`config.mk`:
```
export PLATFORM = sky130hd
export DESIGN_NAME = sd_otf_converter
export DESIGN_NICKNAME = d
export VERILOG_FILES = /design/src/rtl/sd_otf_converter.sv
export SDC_FILE = /design/constraint.sdc
export NUM_CORES = 1
export LEC_CHECK = 0
export ABC_CLOCK_PERIOD_IN_PS = 1300
export BUFFER_PORTS_ARGS = -buffer_cell sky130_fd_sc_hd__buf_2
export CAP_MARGIN = 20
export CELL_PAD_IN_SITES_DETAIL_PLACEMENT = 1
export CELL_PAD_IN_SITES_GLOBAL_PLACEMENT = 1
export CORE_ASPECT_RATIO = 1.2
export CORE_MARGIN = 3
export CORE_UTILIZATION = 40
export CTS_CLUSTER_DIAMETER = 100
export DETAILED_ROUTE_END_ITERATION = 16
export MAX_ROUTING_LAYER = met4
export PLACE_DENSITY = 0.72
export SYNTH_ARGS = -nofsm -noshare
export SYNTH_HDL_FRONTEND = slang
export SYNTH_SLANG_ARGS = --single-unit
```
`constraint.sdc`:
```
create_clock -name clk -period 1.3 [get_ports clk]
set_clock_uncertainty 0.1 [all_clocks]
set_input_delay 0.26 -clock clk [delete_from_list [all_inputs] [get_ports clk]]
set_output_delay 0.26 -clock clk [all_outputs]
set_load 0.02 [all_outputs]
```
`src/rtl/sd_otf_converter.sv`:
```
// sd_otf_converter
// Converts an MSD-first stream of borrow-save signed digits into a
// two's-complement word. Two candidate results are kept: Q, and QM = Q - 1.
// Each digit only appends a bit to one of them, so no carry-propagate adder
// is needed. The finished word is registered on the edge that accepts the
// last digit.
//
// state  | meaning
// -------+-----------------------------------------------------------
// S_IDLE | waiting for start; digit_valid ignored, busy low
// S_CONV | accepting digits; N-th accepted digit completes, back to IDLE
module sd_otf_converter #(
  parameter int N = 12
) (
  input  logic       clk,
  input  logic       rst_n,
  input  logic       i_start,
  input  logic       i_digit_valid,
  input  logic       i_dp,
  input  logic       i_dn,
  output logic       o_busy,
  output logic [N:0] o_q,
  output logic       o_q_valid
);

  localparam int CW = (N > 2) ? $clog2(N) : 1;
  localparam logic [CW-1:0] LAST = CW'(N - 1);

  typedef enum logic {S_IDLE, S_CONV} state_t;

  state_t        r_state;
  logic [N:0]    r_q_acc;
  logic [N:0]    r_qm;
  logic [CW-1:0] r_cnt;

  logic          w_pos;
  logic          w_neg;
  logic          w_accept;
  logic [N:0]    w_q_nxt;
  logic [N:0]    w_qm_nxt;

  // Digit decode and next candidate values; (1,1) and (0,0) both mean zero.
  always_comb begin
    w_pos    = i_dp & ~i_dn;
    w_neg    = i_dn & ~i_dp;
    w_accept = (r_state == S_CONV) & i_digit_valid & ~i_start;
    w_q_nxt  = {r_q_acc[N-1:0], 1'b0};
    w_qm_nxt = {r_qm[N-1:0], 1'b1};
    if (w_pos) begin
      w_q_nxt  = {r_q_acc[N-1:0], 1'b1};
      w_qm_nxt = {r_q_acc[N-1:0], 1'b0};
    end else if (w_neg) begin
      w_q_nxt  = {r_qm[N-1:0], 1'b1};
      w_qm_nxt = {r_qm[N-1:0], 1'b0};
    end
  end

  // Control FSM with registered outputs; start always wins, even over a digit.
  always_ff @(posedge clk or negedge rst_n) begin
    if (!rst_n) begin
      r_state   <= S_IDLE;
      r_q_acc   <= '0;
      r_qm      <= '1;
      r_cnt     <= '0;
      o_busy    <= 1'b0;
      o_q       <= '0;
      o_q_valid <= 1'b0;
    end else begin
      o_q_valid <= 1'b0;
      if (i_start) begin
        r_state <= S_CONV;
        r_q_acc <= '0;
        r_qm    <= '1;
        r_cnt   <= '0;
        o_busy  <= 1'b1;
      end else if (w_accept) begin
        r_q_acc <= w_q_nxt;
        r_qm    <= w_qm_nxt;
        r_cnt   <= r_cnt + 1'b1;
        if (r_cnt == LAST) begin
          r_state   <= S_IDLE;
          o_busy    <= 1'b0;
          o_q       <= w_q_nxt;
          o_q_valid <= 1'b1;
        end
      end
    end
  end

endmodule

```
==> run summary <==
Leftover overflow at the end of global routing -> 0
Vias -> 1490
Arrival time worst endpoint -> 1580 ps
Net count of the finished layout -> 234
Tightest Hold Check Type -> in -> reg
Via count of the first global-routing pass -> 1605
Initial antenna violation count -> 0
Leading cell types by total area after synthesis -> dfrtp_1, mux2i_1, dfstp_2
Placed wire-length estimate -> 3410 um
Critical path cell sequence -> ha_4, nand4bb_4, nor2_8, buf_6, mux2i_1
Avg Inst Size Synth -> 12.0 um2
Worst-case headroom to the max-slew limit -> 74.4%
Die boundary height -> 85.8 um
Sequential cell area fraction in the yosys report -> 51.4%
FF+latch count, synth -> 43
Pin slew with the least headroom to its limit -> 384 ps
Final Cell Area -> 2790 um2
Pins Over Slew Limit -> 0
Minimum period implied by the final worst setup slack -> 1460 ps
DRC -> 0
Cell at the root of the clock tree -> clkbuf_8
Type of element capturing the critical path -> register
Startpoint kind of the worst setup timing path -> register
Highest ir drop seen on vdd -> 478 uV
Failing checks -> setup timing
Number of port buffers -> 20
CTS Buffer Depth -> 2
Slack of the critical path -> -164 ps
Library cells used by synthesis -> 28
Final cycle utilization of the critical path -> 113%
Outcome -> finished, violations left
Count of flip-flops with a built-in enable after synthesis -> 0
Register clock-pin slew on the reported worst setup and hold paths -> 90 ps
Total placed instance area -> 2480 um2
Syn Inst Count -> 177
Net count of the mapped netlist -> 188
Total global-route track usage -> 17.2%
Area added between synthesis and finish -> 31.3%
Number of nets still failing antenna checks after routing -> 0
Area of the core -> 5040 um2
Placer congestion estimate -> 0.784
Fraction of final layout cells with drive strength greater than 1 -> 45.5%
Total iterations of the first detailed-routing run -> 4
Setup violators final -> 18
Std-Cell Rows -> 28
TritonCTS Buffers -> 5
RSZ-0062 raised after global routing -> yes
Routed wire per std cell -> 18.8 um
Clock sink total -> 43
Ratio of total power to cell area -> 1020 nW/um2
Clock tree from TritonCTS -> yes
Global-route wire length before repair -> 7930 um
Cell types with the highest counts after synthesis -> mux2i_1, dfrtp_1, nor2_1, inv_1, dfstp_2
Detailed router's first-iteration violation count -> 88
CP max stage cell -> dfrtp_1
Die width -> 72.5 um
Summed negative setup slack over all endpoints -> -1570 ps
Peak per-stage delay on the critical path -> 400 ps
Achievable frequency -> 683 MHz
Worst-Skew Late Latency -> 300 ps
Hold Vio Cnt, Final -> 0
LEAKAGE -> 1.22 nW
Leading area contributor after synthesis -> dfrtp_1
Ant. Diodes -> 0
Most frequently used cell type in the post-synthesis netlist -> mux2i_1
Maximum fanout count along the critical path -> 5
Path type of the worst setup path -> reg -> reg
Fraction of registers with async set or reset after synthesis -> 100%
Synth warn -> 0
Data required time at the worst endpoint -> 1410 ps
CTS H-tree lvls -> 2
Synth Flop Type -> dfrtp_1
Overall routed net length -> 5330 um
Avg Vias per Cell -> 5.25
Number of primary I/O pins -> 21
Overall die area -> 6220 um2
Max cap viols -> 0
Maximum number of pins on one net before global-route repair -> 44
Top cell type's share of synthesized area -> 36.5%
Total standard cell area after synthesis -> 2120 um2
Effective utilization at floorplan -> 42.1%
## registers in the layout, summed over array words and instances (netlist names)
register,flops
o_q_valid,1
r_q_acc,12
r_state,1
o_q,13
r_qm,12
r_cnt,4
## repair_timing
item,4_1_cts,5_1_grt
hold endpoints to repair,31,0
cloned,0,2
setup buffers,1,5
hold buffers,1,0
endpoints found under the setup margin,27,34
gates resized for setup,10,22
pin swaps,2,17
## per-stage QoR
stage	setup slack (ps)	cells	power [mW]	utilization (%)	hold slack [ps]
3_3_place_gp	-324	269	1.85	49.2	151
3_5_place_dp	-404	269	1.89	49.2	157
5_1_grt	-209	284	2.98	55.3	287
2_1_floorplan	-142	177	1.73	-	-136
4_1_cts	-185	279	2.79	52.4	286
6_report	-164	284	2.85	55.3	294
## cells by family (layout without fill, tap and decap cells)
| kind of cell | after synthesis | count (layout) | synth area share [%] |
|---|---|---|---|
| DFF | 43 | 43 | 51.4 |
| adders and majority gates | 5 | 5 | 2.95 |
| AOI/OAI and AO/OA | 27 | 27 | 11.1 |
| muxes | 36 | 36 | 17.4 |
| xor gates and xnor gates | 2 | 2 | 0.825 |
| and+or+nand+nor | 39 | 40 | 9.84 |
| buffers and inverters | 25 | 71 | 6.42 |
## layout by cell type (no fill, tap or decap), types with 2 or more instances in the layout
cell      synthesis  layout
dfrtp_1          31      30
mux2i_1          34      28
nor2_1           26      25
buf_4             2      19
buf_2             4      18
inv_1            14      12
dfstp_2          12      12
a211o_1          11      11
a211oi_2          6       8
clkbuf_8          0       6
buf_6             4       6
nand2_1           4       4
mux2i_2           0       4
a211oi_1          5       3
ha_4              0       3
buf_12            0       3
nand3_2           0       2
a21oi_2           0       2
nor2b_4           0       2
mux2i_4           0       2
mux2_4            2       2
ha_1              5       2
## layer usage
layer | part of all wire [%] | track usage (%) | vias up
met5 | 0 | - | -
met4 | 1.8 | 7.21 | 0
met3 | 2.9 | 3.52 | 10
met2 | 54 | 29.5 | 22
met1 | 42 | 19.4 | 756
li1 | - | - | 702
## cell type report
cell class	count	area [um2]
Clock buffer	7	86.3
Timing Repair Buffer	49	410
Inverter	14	70.1
Sequential cell	43	1090
Clock inverter	1	5.00
Tap cell	60	75.1
Fill cell	537	2260
Multi-Input combinational cell	110	1050
## worst max-delay path, delay by kind of cell (launching register included)
| kind | cells | cell delay [ps] |
|---|---|---|
| mux | 1 | 220 |
| flops | 1 | 400 |
| simple gates | 2 | 310 |
| fa+ha+maj | 1 | 170 |
| buf+inv | 1 | 170 |
## power by group
part	switching, mW	internal [mW]	leakage [nW]	total, mW
Combinational	0.236	0.226	0.696	0.462
Clock	0.468	0.429	0.0482	0.898
Sequential	0.0656	1.42	0.480	1.49
## final timing paths
kind | startpoint | to | slack, ps | depth (start not counted)
setup / recovery | r_cnt[1]$_DFFE_PN0P_ | o_q[5]$_DFFE_PN0P_ | -160 | 5
hold / removal | i_dn | o_q[0]$_DFFE_PN0P_ | 290 | 3
setup reg to reg | r_cnt[1]$_DFFE_PN0P_ | o_q[5]$_DFFE_PN0P_ | -160 | 5
hold reg to reg | r_qm[0]$_DFFE_PN1P_ | r_qm[0]$_DFFE_PN1P_ | 420 | 2
max in group asynchronous | rst_n | r_qm[3]$_DFFE_PN1P_ | 460 | 3
min in group asynchronous | rst_n | o_q[9]$_DFFE_PN0P_ | 360 | 3
No activity file was read; power rests on OpenSTA's default activity.
